File: src/rtl/mmio_uart_bridge_pkg.sv
// Shared definitions for the MMIO UART/LED bridge: register word indices,
// STATUS/CTRL bit positions and the TX drain state encoding.
package mmio_uart_bridge_pkg;

    // Word index within the UART block, taken from bus_addr[3:2]
    localparam logic [1:0] REG_DATA   = 2'd0;
    localparam logic [1:0] REG_STATUS = 2'd1;
    localparam logic [1:0] REG_CTRL   = 2'd2;
    localparam logic [1:0] REG_LEVEL  = 2'd3;

    localparam int ST_RX_NONEMPTY = 0;
    localparam int ST_TX_BUSY     = 1;
    localparam int ST_TX_FULL     = 2;
    localparam int ST_RX_FULL     = 3;
    localparam int ST_RX_OVERRUN  = 4;
    localparam int ST_TX_DROP     = 5;

    localparam int CTRL_RX_IRQ_EN   = 0;
    localparam int CTRL_TX_IRQ_EN   = 1;
    localparam int CTRL_CLR_OVERRUN = 4;
    localparam int CTRL_CLR_DROP    = 5;

    typedef enum logic [1:0] {
        TX_IDLE   = 2'd0,
        TX_LAUNCH = 2'd1,
        TX_HOLD   = 2'd2
    } tx_state_t;

endpackage

File: src/rtl/mmio_uart_bridge_sync_fifo.sv
// Single-clock FIFO with head-of-queue visible combinationally; full/empty
// reflect the registered count, so same-cycle push/pop never see each other.
module sync_fifo #(
    parameter int WIDTH = 8,
    parameter int DEPTH = 16
) (
    input  logic                     clk,
    input  logic                     rst,
    input  logic                     push,
    input  logic [WIDTH-1:0]         wdata,
    input  logic                     pop,
    output logic [WIDTH-1:0]         head,
    output logic                     full,
    output logic                     empty,
    output logic [$clog2(DEPTH):0]   count
);
    localparam int AW = $clog2(DEPTH);
    localparam int CW = AW + 1;

    logic [WIDTH-1:0] mem [DEPTH];
    logic [AW-1:0]    wr_ptr_reg;
    logic [AW-1:0]    rd_ptr_reg;
    logic [CW-1:0]    count_reg;
    logic             push_ok;
    logic             pop_ok;

    assign full    = (count_reg == CW'(DEPTH));
    assign empty   = (count_reg == '0);
    assign push_ok = push & ~full;
    assign pop_ok  = pop & ~empty;
    assign head    = mem[rd_ptr_reg];
    assign count   = count_reg;

    // Storage carries no reset so it maps onto plain RAM
    always_ff @(posedge clk) begin
        if (push_ok) begin
            mem[wr_ptr_reg] <= wdata;
        end
    end

    always_ff @(posedge clk or posedge rst) begin
        if (rst) begin
            wr_ptr_reg <= '0;
            rd_ptr_reg <= '0;
            count_reg  <= '0;
        end else begin
            if (push_ok) wr_ptr_reg <= wr_ptr_reg + AW'(1);
            if (pop_ok)  rd_ptr_reg <= rd_ptr_reg + AW'(1);
            case ({push_ok, pop_ok})
                2'b10:   count_reg <= count_reg + CW'(1);
                2'b01:   count_reg <= count_reg - CW'(1);
                default: count_reg <= count_reg;
            endcase
        end
    end

endmodule

File: src/rtl/mmio_uart_bridge.sv
// MEM-stage MMIO bridge: buffered UART TX/RX with status, control, level
// readback and interrupts, plus an LED register.
module mmio_uart_bridge
    import mmio_uart_bridge_pkg::*;
#(
    parameter int          TX_DEPTH  = 16,
    parameter int          RX_DEPTH  = 16,
    parameter int          LED_WIDTH = 16,
    parameter logic [31:0] UART_BASE = 32'h1000_0000,
    parameter logic [31:0] LED_BASE  = 32'h2000_0000
) (
    input  logic                 clk,
    input  logic                 rst,
    input  logic [31:0]          bus_addr,
    input  logic [31:0]          bus_wdata,
    input  logic                 bus_we,
    input  logic                 bus_re,
    output logic [31:0]          bus_rdata,
    output logic                 bus_hit,
    output logic [7:0]           uart_tx_data_out,
    output logic                 uart_tx_we_out,
    input  logic                 uart_tx_busy_in,
    input  logic [7:0]           uart_rx_data_in,
    input  logic                 uart_rx_valid_in,
    output logic                 uart_rx_re_out,
    output logic [LED_WIDTH-1:0] led_out,
    output logic                 irq_out
);
    localparam int TCW = $clog2(TX_DEPTH) + 1;
    localparam int RCW = $clog2(RX_DEPTH) + 1;

    logic       uart_sel;
    logic       led_sel;
    logic [1:0] reg_idx;

    assign uart_sel = (bus_addr[31:4] == UART_BASE[31:4]);
    assign led_sel  = (bus_addr[31:2] == LED_BASE[31:2]);
    assign reg_idx  = bus_addr[3:2];
    assign bus_hit  = uart_sel | led_sel;

    logic unused_bits;
    assign unused_bits = &{1'b0, bus_addr[1:0], bus_wdata};

    logic           tx_push, tx_pop, tx_full, tx_empty;
    logic [7:0]     tx_head;
    logic [TCW-1:0] tx_count;
    logic           rx_pop, rx_full, rx_empty;
    logic [7:0]     rx_head;
    logic [RCW-1:0] rx_count;

    logic           rx_ack_reg;
    logic [7:0]     rx_byte_reg;
    logic           rx_irq_en_reg, tx_irq_en_reg;
    logic           rx_overrun_reg, tx_drop_reg;
    logic [LED_WIDTH-1:0] led_reg;
    logic           ctrl_wr;

    assign tx_push = bus_we & uart_sel & (reg_idx == REG_DATA);
    assign rx_pop  = bus_re & uart_sel & (reg_idx == REG_DATA);
    assign ctrl_wr = bus_we & uart_sel & (reg_idx == REG_CTRL);

    sync_fifo #(.WIDTH(8), .DEPTH(TX_DEPTH)) tx_fifo (
        .clk   (clk),
        .rst   (rst),
        .push  (tx_push),
        .wdata (bus_wdata[7:0]),
        .pop   (tx_pop),
        .head  (tx_head),
        .full  (tx_full),
        .empty (tx_empty),
        .count (tx_count)
    );

    sync_fifo #(.WIDTH(8), .DEPTH(RX_DEPTH)) rx_fifo (
        .clk   (clk),
        .rst   (rst),
        .push  (rx_ack_reg),
        .wdata (rx_byte_reg),
        .pop   (rx_pop),
        .head  (rx_head),
        .full  (rx_full),
        .empty (rx_empty),
        .count (rx_count)
    );

    // TX drain FSM
    tx_state_t  state_reg, state_next;
    logic       hold_done_reg, hold_done_next;
    logic [7:0] tx_data_reg, tx_data_next;

    always_ff @(posedge clk or posedge rst) begin
        if (rst) begin
            state_reg     <= TX_IDLE;
            hold_done_reg <= 1'b0;
            tx_data_reg   <= 8'h00;
        end else begin
            state_reg     <= state_next;
            hold_done_reg <= hold_done_next;
            tx_data_reg   <= tx_data_next;
        end
    end

    always_comb begin
        state_next     = state_reg;
        hold_done_next = hold_done_reg;
        tx_data_next   = tx_data_reg;
        case (state_reg)
            TX_IDLE: begin
                // Head is captured here so it is stable for the whole launch cycle
                if (!tx_empty && !uart_tx_busy_in) begin
                    state_next   = TX_LAUNCH;
                    tx_data_next = tx_head;
                end
            end
            TX_LAUNCH: begin
                state_next     = TX_HOLD;
                hold_done_next = 1'b0;
            end
            TX_HOLD: begin
                hold_done_next = 1'b1;
                if (hold_done_reg && !uart_tx_busy_in) state_next = TX_IDLE;
            end
            default: state_next = TX_IDLE;
        endcase
    end

    // Decoded from the state register so async reset kills the pulse at once
    assign tx_pop           = (state_reg == TX_LAUNCH);
    assign uart_tx_we_out   = tx_pop;
    assign uart_tx_data_out = tx_data_reg;

    // RX capture, control, sticky flags and LED register
    always_ff @(posedge clk or posedge rst) begin
        if (rst) begin
            rx_ack_reg     <= 1'b0;
            rx_byte_reg    <= 8'h00;
            rx_irq_en_reg  <= 1'b0;
            tx_irq_en_reg  <= 1'b0;
            rx_overrun_reg <= 1'b0;
            tx_drop_reg    <= 1'b0;
            led_reg        <= '0;
        end else begin
            rx_ack_reg <= uart_rx_valid_in & ~rx_ack_reg;
            if (uart_rx_valid_in && !rx_ack_reg) rx_byte_reg <= uart_rx_data_in;

            if (ctrl_wr) begin
                rx_irq_en_reg <= bus_wdata[CTRL_RX_IRQ_EN];
                tx_irq_en_reg <= bus_wdata[CTRL_TX_IRQ_EN];
            end

            // A new error event wins over a same-cycle clear
            if (rx_ack_reg && rx_full)                   rx_overrun_reg <= 1'b1;
            else if (ctrl_wr && bus_wdata[CTRL_CLR_OVERRUN]) rx_overrun_reg <= 1'b0;

            if (tx_push && tx_full)                      tx_drop_reg <= 1'b1;
            else if (ctrl_wr && bus_wdata[CTRL_CLR_DROP]) tx_drop_reg <= 1'b0;

            if (bus_we && led_sel) led_reg <= bus_wdata[LED_WIDTH-1:0];
        end
    end

    assign uart_rx_re_out = rx_ack_reg;
    assign led_out        = led_reg;
    assign irq_out        = (rx_irq_en_reg & ~rx_empty)
                          | (tx_irq_en_reg & tx_empty & (state_reg == TX_IDLE));

    logic [5:0] status;
    always_comb begin
        status                 = '0;
        status[ST_RX_NONEMPTY] = ~rx_empty;
        status[ST_TX_BUSY]     = ~tx_empty | (state_reg != TX_IDLE) | uart_tx_busy_in;
        status[ST_TX_FULL]     = tx_full;
        status[ST_RX_FULL]     = rx_full;
        status[ST_RX_OVERRUN]  = rx_overrun_reg;
        status[ST_TX_DROP]     = tx_drop_reg;
    end

    always_comb begin
        bus_rdata = 32'h0;
        if (uart_sel) begin
            case (reg_idx)
                REG_DATA:   bus_rdata = rx_empty ? 32'h0 : {24'h0, rx_head};
                REG_STATUS: bus_rdata = {26'h0, status};
                REG_CTRL:   bus_rdata = {30'h0, tx_irq_en_reg, rx_irq_en_reg};
                REG_LEVEL:  bus_rdata = {8'h0, 8'(tx_count), 8'h0, 8'(rx_count)};
                default:    bus_rdata = 32'h0;
            endcase
        end else if (led_sel) begin
            bus_rdata = 32'(led_reg);
        end
    end

endmodule

File: config.mk
export PLATFORM = sky130hd
export DESIGN_NAME = mmio_uart_bridge
export DESIGN_NICKNAME = d
export VERILOG_FILES = /design/src/rtl/mmio_uart_bridge_pkg.sv /design/src/rtl/mmio_uart_bridge_sync_fifo.sv /design/src/rtl/mmio_uart_bridge.sv
export SDC_FILE = /design/constraint.sdc
export NUM_CORES = 1
export LEC_CHECK = 0
export BUFFER_PORTS_ARGS = -buffer_cell sky130_fd_sc_hd__buf_2
export CAP_MARGIN = 20
export CORE_MARGIN = 2
export CORE_UTILIZATION = 35
export DETAILED_ROUTE_END_ITERATION = 12
export SLEW_MARGIN = 20
export SYNTH_ARGS = -nofsm -noshare
export SYNTH_HDL_FRONTEND = slang
export SYNTH_SLANG_ARGS = --single-unit
File: constraint.sdc
create_clock -name clk -period 5.95 [get_ports clk]
set_input_delay 1.4875 -clock clk [delete_from_list [all_inputs] [get_ports clk]]
set_output_delay 1.4875 -clock clk [all_outputs]
set_load 0.05 [all_outputs]
# --- Word-level counts from Yosys, hierarchy flattened ---
# Memories as Yosys holds them, arrays and structs flattened. A register that Yosys moved wholly into a read port is not among the register bits.
# Index checks and enable logic that the tools add are counted.
# Widths: inputs -> output; s select.
totals:
  inputBits: 78
  wordCells: 103
  output_inout_bits: 60
  mem_bits_rw: 256
  memories: 2
  regBits: 58
classes:
  muxes: 18
  n_bitwise: 22
  eq_ne: 15
  n_addsub: 8
  reduce_logical: 23
memory_table:
  columns: ["name", "depth", "word_bits", "rd", "rd_ports_with_merged_regs", "wr", "line", "source"]
  rows:
  - ["rx_fifo.mem", 16, 8, 1, 0, 1, "mmio_uart_bridge_sync_fifo.sv:20", "logic [WIDTH-1:0] mem [DEPTH];"]
  - ["tx_fifo.mem", 16, 8, 1, 1, 1, "mmio_uart_bridge_sync_fifo.sv:20", null]
op_table:
  columns: ["cell", "count"]
  rows:
  - ["$pmux 32 s4", 1]
  - ["$mux 32", 1]
  - ["$eq 30x28->1 const B", 1]
  - ["$eq 28x25->1 const B", 1]
  - ["$pmux 5 s2", 2]
  - ["$add 4x1->4 const B", 4]
  - ["$mux 16", 1]
  - ["$and 1x1->1", 13]
  - ["$reduce_bool 2->1", 6]
  - ["$add 5x1->5 const B", 2]
  - ["$eq 2x2->1 const B", 5]
  - ["$eq 5x5->1 const B", 2]
  - ["$logic_not 5->1", 2]
  - ["$sub 5x1->5 const B", 2]
  - ["$eq 2x1->1 const B", 4]
  - ["$logic_and 1x1->1", 8]
  - ["$mux 1", 8]
  - ["$mux 8", 1]
  - ["$pmux 2 s3", 1]
  - ["$not 1->1", 5]
  - ["$logic_not 2->1", 2]
  - ["$mux 2", 2]
  - ["$ne 2x2->1 const B", 2]
  - ["$or 1x1->1", 4]
  - ["3 further kinds", 6]

# --- Logic depth before layout (Yosys ltp) ---
# Gate-level depths: netlist of the first run.
logic_depth:
  depth_word: 6
  mapped_depth: 15
  ltp_nobuf: 13

# --- Hierarchy ---
# From an unflattened synthesis of the first run, not the netlist that was laid out.
hier_totals:
  cells_unflattened: 871
  area_unflattened_um2: 13875.8
by_module_without_submodules:
  columns: ["module", "cells_per_inst", "area_per_inst_um2", "n_inst"]
  rows:
  - ["sync_fifo", 333, 5796.8, 2]
  - ["mmio_uart_bridge", 205, 2282.2, 1]

# --- Worst setup path before layout of the first run ---
# Ideal clock, no wire load.
synth_path:
  kind: "input-to-output"
  start: "input port bus_addr[5]"
  end: "output port bus_rdata[4]"
  stages: 6
  slack_ns: 0.559
  t_arrival_ns: 3.904
  required_time_ns: 4.463
  n_path_buf: 1
  path_cell_list: "nor4_2 > nand4_2 > nor3_1 > clkbuf_1 > a21oi_1 > a311oi_1"
synth_between:
  elab_chain_cells: 3
  word_cells_on_any_way: 4
  cone_classes: "eq/ne: 2; mux: 2"
synth_rtl:
  columns: ["item", "line", "source"]
  rows:
  - ["start: declaration", "mmio_uart_bridge.sv:14", "input logic [31:0] bus_addr,"]
  - ["$eq 30x28->1", "mmio_uart_bridge.sv:37", "assign led_sel = (bus_addr[31:2] == LED_BASE[31:2]);"]
  - ["$mux 16", "mmio_uart_bridge.sv:188", "end else if (led_sel) begin"]
  - ["$mux 32 (*)", "mmio_uart_bridge.sv:180", "if (uart_sel) begin"]
  - ["end: declaration", "mmio_uart_bridge.sv:18", "output logic [31:0] bus_rdata,"]
# Every way passes the cells marked *; elsewhere a longest branch is shown, timed or not.

# --- Worst setup path in the final report of the first run ---
layout_path:
  start: "input port bus_addr[6]"
  end: "output port bus_rdata[4]"
# The elaborated chain is that of the path after synthesis.

==> flow_summary.toml, run 1 <==
[floorplanning]
die_area_um2 = 40500
io_pins = 138
rows = 72
die_w_um = 201
initial_core_util_pct = 35.4
core-area_um2 = 38500
die_h_um = 201

[placement]
port_buffers = 108
gp_congestion = 0.761
place_inst = 1380
dp_hpwl_um = 19200

[synth]
yosys.area.top_type = "edfxtp_1"
synth-edff-count = 256
synth_top_area_share_pct = 56.5
netlist_area_um2 = 13600
synthXorXnorAreaFrac_pct = 1.55
yosys_warnings = 0
syn_inst = 786
synth_compound_area_share_pct = 3.66
synth_commonest_cells = "edfxtp_1 (256), dfrtp_1 (66), mux4_2 (66)"
ys_types = 63
synth_ff_type = "edfxtp_1"
yosysSeqAreaShare_pct = 68.6
ys_async_sr_fraction_pct = 20.5
synth_fa_ha_area_share_pct = 1.84
synth_simple_gate_area_share_pct = 6.66
ys_top_cells_by_area = "edfxtp_1 (57%), dfrtp_1 (12%), mux4_2 (11%)"
avgSynthCellArea_um2 = 17.3
synth-seq-cells = 322
yosysMostFrequentCell = "edfxtp_1"
synth_top_family_by_area = "multiplexers"
synth_mux_area_share_pct = 15.0

[detailed_routing]
drc = 0
vias = 7209
totalWireLength_um = 29300
via_per_inst = 4.99
drt_iter0_markers = 481
final_antenna_net_count = 0
wl_per_cell_um = 20.3
first_pass_iters = 5

[grt]
antenna_found_initial = 0
first_global_vias = 7347
grt_max_degree = 52
grt-ovfl-total = 0
track_usage_pct = 14.4
grt_pass1_wl_um = 44300

[finish]
multiInputGateArea_um2 = 3960
num_antenna_cells = 0
seqCellArea_um2 = 9340
fin_nets = 997
n_fill_cell = 3465
drive_gt1_share_pct = 31.1
layout.cells.non_filler = 1444
syn_to_final_growth_pct = 16.5

[critical_path]
end_kind = "primary output"
crit_path_frequent_cell = "buf_2"
crit_end = "bus_rdata[4]"
required_ns = 4.46
cp-startpoint = "bus_addr[6]"
rrSetupSlack_ns = 2.70
worstRegToRegCells = 13
crit_chain = "buf_2 -> nor4_2 -> nand4_2 -> nor3_2 -> a21oi_1 -> a311oi_1 -> buf_2"
path_max_fanout = 8
worstSetupStartpointType = "input port"
critPathMaxStageDelay_ns = 0.68
worstReg2RegStart = "rx_fifo.count[2]"
r2r_end = "rx_fifo.count[4]"
worstSetupPathType = "input port to primary output"
slowest_stage = "nor3_2"
worst-endpoint-arrival_ns = 3.67

[power_and_ir_drop]
power_mw = 6.20
ir_drop_uv = 222
p_per_area_nw_per_um2 = 391
p_leak_nw = 5.65

[sta]
fin_skew_ns = 0.0148
grt_setup_unrepaired = "no"
setup-violations-final = 0
slew_viol_final = 0
slew_headroom_pct = 30.4
fin_crit_sh_pct = 86.7
finalSetupTns_ns = 0
tightest_slew_ns = 1.04
hold_viol_final = 0
min_period_ns = 5.16
fmax_mhz = 194

[clocking]
h-tree-depth = 2
hold_buffers = 0
cts_tree = "done"
ctsRootBufferMaster = "clkbuf_16"
cts.clk_slew.worst_paths_ns = 0.06
cts.sinks = 322
post-cts-setup-buffer-count = 0
cts_buffer_depth = 3
cts_resized = 0
cts_made_buffers = 35
clock_latency_ns = 0.51

[outcome]
status = "finished, final reports clean"

[worst_hold_path]
hold_class = "flop to flop"

[flow_run]
max-cap-violations = 0
[report_power, final]
group          leakage [nW]  total (mW)  switching (mW)  internal [mW]
Clock                 0.561        2.19           0.850           1.34
Sequential             3.14        2.86           0.225           2.64
Combinational          1.95        1.15           0.653          0.499
[logic make-up after synthesis]
logic type                 count (synthesis)
and+or+nand+nor                          158
other                                      1
xor gates and xnor gates                  24
AOI/OAI and AO/OA                         70
DFF                                      322
muxes                                    117
adders and majority gates                 20
buffers and inverters                     74
[layout make-up]
| type | instances | share of cell area, % |
|---|---|---|
| Inverter | 18 | 0.434 |
| Tap cell | 518 | 4.09 |
| Clock inverter | 11 | 1.10 |
| Sequential cell | 322 | 58.9 |
| Timing Repair Buffer | 122 | 4.17 |
| Multi-Input combinational cell | 400 | 25.0 |
| Clock buffer | 53 | 6.28 |
[stage by stage]
step                      util [%]  hold WS [ns]  setup slack, ns  instance area [um^2]
after floorplan                  -         0.458            0.559                 13600
after global placement        38.2         0.474            0.787                 14700
after detailed placement      38.2         0.487            0.765                 14700
after CTS                     41.2         0.501            0.747                 15900
after global routing          41.2         0.512            0.552                 15900
final                         41.2         0.503            0.789                 15900
[placed cells by master, fill, tap and decap left out, types with 14 or more instances in the layout]
master and n:
and2_1 22, ha_1 20, edfxtp_1 256, mux2i_1 18
buf_2 107, mux2_2 32, buf_4 14, inv_1 17
clkbuf_16 36, clkbuf_1 14, nor2_1 37, dfrtp_1 63
nand2_1 29, mux4_2 66, nor2b_1 16
[worst max-delay path, delay by kind of cell]
family,cells,cell delay [ns]
AO/OA/AOI/OAI,2,0.43
buffers and inverters,2,0.42
AND/OR/NAND/NOR,3,1.32
[worst min-delay path by stage]
stage / cells after the start / endpoint / slack, ns / start
3_5_place_dp: 1 / rx_overrun_reg / 0.49 / rx_overrun_reg
4_1_cts: 1 / rx_overrun_reg / 0.50 / rx_overrun_reg
3_3_place_gp: 1 / tx_drop_reg / 0.47 / tx_drop_reg
5_1_grt: 1 / rx_overrun_reg / 0.51 / rx_overrun_reg
6_report: 1 / rx_overrun_reg / 0.50 / rx_overrun_reg
2_1_floorplan: 1 / tx_drop_reg / 0.46 / tx_drop_reg
[per-layer routing]
| metal | up-vias | GRT usage [%] | share of wire (%) |
|---|---|---|---|
| met2 | 189 | 24.9 | 51 |
| li1 | 3274 | - | - |
| met4 | 0 | 3.60 | 1.8 |
| met1 | 3701 | 19.0 | 43 |
| met5 | - | 0 | 0 |
| met3 | 45 | 2.15 | 4.5 |
No activity file was read; power rests on OpenSTA's default activity.
==> inputs of run 2 (changes only) <==
Settings changed: PLACE_DENSITY_LB_ADDON from default to 0.15.
==> flow_summary.toml, run 2 (synthesized netlist as in run 1, its figures left out) <==
[critical_path]
worstSetupStartpointType = "input port"
required_ns = 4.46
worst-endpoint-arrival_ns = 3.64
r2r_end = "rx_fifo.count[4]"
worstReg2RegStart = "rx_fifo.count[1]"
path_max_fanout = 7
end_kind = "primary output"
rrSetupSlack_ns = 2.57
worstRegToRegCells = 14
worstSetupPathType = "input port to primary output"

[worst_hold_path]
hold_class = "flop to flop"
holdPathStages = 1
hold_end = "tx_fifo.rd_ptr_reg[0]"
holdCritStartpoint = "tx_fifo.rd_ptr_reg[0]"

[detailed_routing]
totalWireLength_um = 31900
via_per_inst = 4.92
first_pass_iters = 4
vias = 7160
drc = 0
drt_iter0_markers = 399
wl_per_cell_um = 21.9
final_antenna_net_count = 0

[floorplanning]
die_area_um2 = 40500
initial_core_util_pct = 35.4
io_pins = 138
rows = 72
core-area_um2 = 38500
die_w_um = 201
die_h_um = 201

[placement]
post-place-ws_ns = 0.737
dp_hpwl_um = 20700
gp_congestion = 0.751
port_buffers = 108
dpl_cell_area_um2 = 14700

[sta]
slew_headroom_pct = 27.4
setup_slack_ns = 0.821
fmax_mhz = 195
fin_skew_ns = 0.0177
grt_setup_unrepaired = "no"
setup-violations-final = 0
finalSetupTns_ns = 0
slew_viol_final = 0
min_period_ns = 5.13
hold_viol_final = 0
tightest_slew_ns = 1.09
fin_crit_sh_pct = 86.2

[finish]
layout_commonest_cell = "edfxtp_1"
syn_to_final_growth_pct = 17.3
final_cell_mix = "edfxtp_1 (256), buf_2 (108), mux4_2 (66)"
drive_gt1_share_pct = 31.4
post-route-cell-area_um2 = 16000
n_fill_cell = 3556
fin_nets = 1005

[power_and_ir_drop]
seq_power_share_pct = 44.8
switching_power_mw = 1.76
p_leak_nw = 5.71
combPwrFrac_pct = 18.8
sw_frac_of_total_pct = 27.9
p_int_mw = 4.56
p_per_area_nw_per_um2 = 397
power_frac_clock_pct = 36.4
ir_drop_uv = 256
power_mw = 6.33

[clocking]
hold_buffers = 0
cts.sinks = 322
ctsRootBufferMaster = "clkbuf_16"
h-tree-depth = 2
clock_latency_ns = 0.53
cts_made_buffers = 38
cts.clk_slew.worst_paths_ns = 0.06
cts_resized = 0
cts_buffer_depth = 3
post-cts-setup-buffer-count = 0
cts_tree = "done"

[grt]
grt-ovfl-total = 0
grt_max_degree = 38
track_usage_pct = 15.9
grt_pass1_wl_um = 47700
first_global_vias = 7395
antenna_found_initial = 1

[flow_run]
max-cap-violations = 0

[outcome]
status = "finished, final reports clean"
run 2: stage by stage:
step,cells,util (%),hold WS (ns)
3_3_place_gp,1383,38.2,0.473
4_1_cts,1453,41.4,0.499
2_1_floorplan,796,-,0.458
3_5_place_dp,1384,38.2,0.486
5_1_grt,1455,41.5,0.515
6_report,1455,41.5,0.495
run 2: per-layer routing:
metal	vias to the layer above	track usage [%]	share of wire (%)
met5	-	0	0
met4	0	4.47	2.1
met3	44	2.51	3.5
met2	141	27.8	51
met1	3679	20.7	43
li1	3296	-	-
run 2: layout make-up:
class                      count  area (um^2)  share of cell area [%]
timing repair buffer         127          691                    4.33
sequential                   322         9340                    58.5
antenna                        1         2.50                  0.0157
tap                          518          648                    4.06
multi-input combinational    400         3960                    24.8
clock inverter                 7         81.3                   0.510
clock buffer                  62         1170                    7.31
inverter                      18         68.8                   0.431
run 2: worst max-delay path: stages:
cell and delay (ns):
buf_2 0.10, nor4_1 0.28, nand3_1 0.36, nor3_2 0.56, a21oi_1 0.13, a311oi_1 0.38
buf_2 0.33
run 2: worst max path at each step:
stage	start	to
floorplan	bus_addr[5]	bus_rdata[4]
global placement	bus_addr[11]	bus_rdata[4]
detailed placement	bus_addr[16]	bus_rdata[4]
CTS	bus_addr[16]	bus_rdata[4]
global route	bus_addr[16]	bus_rdata[4]
finish	bus_addr[16]	bus_rdata[4]
run 2: power groups by stage:
stage	Combinational, mW	Sequential, mW	Clock (mW)
finish	1.19	2.84	2.30
global placement	1.21	2.88	0
floorplan	0.892	2.86	0
CTS	1.22	2.84	2.37
global route	1.31	2.87	2.44
detailed placement	1.22	2.88	0
==> inputs of run 3 (changes only) <==
Clock period 5.95 ns to 4.75 ns, I/O delays scaled along.
==> flow_summary.toml, run 3 (synthesized netlist as in run 1, its figures left out) <==
[detailed_routing]
vias = 7123
wl_per_cell_um = 21.5
via_per_inst = 4.91
totalWireLength_um = 31200
first_pass_iters = 4
drt_iter0_markers = 501
final_antenna_net_count = 0
drc = 0

[critical_path]
worstSetupPathType = "input port to primary output"
required_ns = 3.56
worst-endpoint-arrival_ns = 3.21
worstSetupStartpointType = "input port"
path_max_fanout = 10
end_kind = "primary output"

[power_and_ir_drop]
p_per_area_nw_per_um2 = 488
p_leak_nw = 5.69
power_mw = 7.77
ir_drop_uv = 448

[finish]
fin_nets = 1004
syn_to_final_growth_pct = 17.0
drive_gt1_share_pct = 31.8
n_fill_cell = 3520
final_cell_mix = "edfxtp_1 (256), buf_2 (106), mux4_2 (66)"
layout_commonest_cell = "edfxtp_1"
num_antenna_cells = 0

[grt]
track_usage_pct = 15.7
first_global_vias = 7333
grt-ovfl-total = 0
grt_max_degree = 44
grt_pass1_wl_um = 47400
antenna_found_initial = 0

[sta]
slew_viol_final = 0
fmax_mhz = 227
finalSetupTns_ns = 0
min_period_ns = 4.40
fin_skew_ns = 0.0191
slew_headroom_pct = 26.7
fin_crit_sh_pct = 92.7
tightest_slew_ns = 1.10
grt_setup_unrepaired = "no"
hold_viol_final = 0
setup-violations-final = 0

[clocking]
cts_resized = 0
cts_made_buffers = 36
clock_latency_ns = 0.52
cts.sinks = 322
post-cts-setup-buffer-count = 0
cts_tree = "done"
cts_buffer_depth = 3
cts.clk_slew.worst_paths_ns = 0.06
h-tree-depth = 2
hold_buffers = 0
ctsRootBufferMaster = "clkbuf_16"

[placement]
port_buffers = 108
dp_hpwl_um = 20400
gp_congestion = 0.751

[outcome]
status = "finished, final reports clean"

[floorplanning]
die_h_um = 201
core-area_um2 = 38500
initial_core_util_pct = 35.4
die_w_um = 201
io_pins = 138
die_area_um2 = 40500
rows = 72

[flow_run]
max-cap-violations = 0

[worst_hold_path]
hold_class = "flop to flop"
[run 3: cell count changes in the layout (fill, tap and decap cells not counted), sizes merged]
cell,delta
bufinv,+1
diode,-1
clkinv,+7
buf,+1
inv,+3
clkinvlp,+1
clkbuf,-15
[run 3: metal layers]
metal  vias to the layer above  routed length (um)  GRT usage [%]
met5                         -                   0              0
met4                         0                 764           4.95
met3                        52                1280           2.72
met2                       139               15300           25.8
met1                      3646               13800           21.4
li1                       3286                   -              -
[run 3: critical path, stage by stage]
cell and delay [ns]:
buf_2 0.12, nor4_2 0.30, nand4_2 0.25, nor3_2 0.26, buf_4 0.22, a21oi_1 0.10
a311oi_2 0.57, buf_12 0.21
[run 3: layout make-up]
class | count | area, um^2 | share of cell area, %
Sequential cell | 322 | 9340 | 58.7
Multi-Input combinational cell | 400 | 3970 | 24.9
Clock buffer | 47 | 983 | 6.18
Timing Repair Buffer | 128 | 737 | 4.63
Tap cell | 518 | 648 | 4.07
Clock inverter | 19 | 174 | 1.09
Inverter | 18 | 68.8 | 0.432
[run 3: final timing paths]
check	startpoint	end	slack, ns	cells after the start
max	bus_addr[11]	bus_rdata[4]	0.35	8
min	tx_drop_reg	tx_drop_reg	0.50	1
max reg2reg	rx_fifo.count[1]	rx_fifo.count[4]	1.31	14
min reg2reg	tx_drop_reg	tx_drop_reg	0.50	1
max in group asynchronous	rst	rx_fifo.rd_ptr_reg[0]	3.01	3
min in group asynchronous	rst	led_out[9]	0.70	2
[run 3: where the power goes]
| group | switching [mW] | leakage [nW] | internal (mW) | total [mW] |
|---|---|---|---|---|
| registers | 0.319 | 3.14 | 3.30 | 3.62 |
| clock network | 1.10 | 0.564 | 1.63 | 2.73 |
| logic | 0.792 | 1.98 | 0.626 | 1.42 |
| total | 2.21 | 5.69 | 5.56 | 7.77 |
[run 3: per-stage QoR]
stage	std cells	setup slack [ns]	instance area [um^2]	hold slack, ns	utilization [%]
after floorplan	796	0.0564	13600	0.458	-
after global placement	1385	0.310	14800	0.480	38.4
after detailed placement	1385	0.366	14800	0.491	38.4
after CTS	1451	0.350	15900	0.505	41.4
after global routing	1452	0.140	15900	0.524	41.4
final	1452	0.348	15900	0.503	41.4
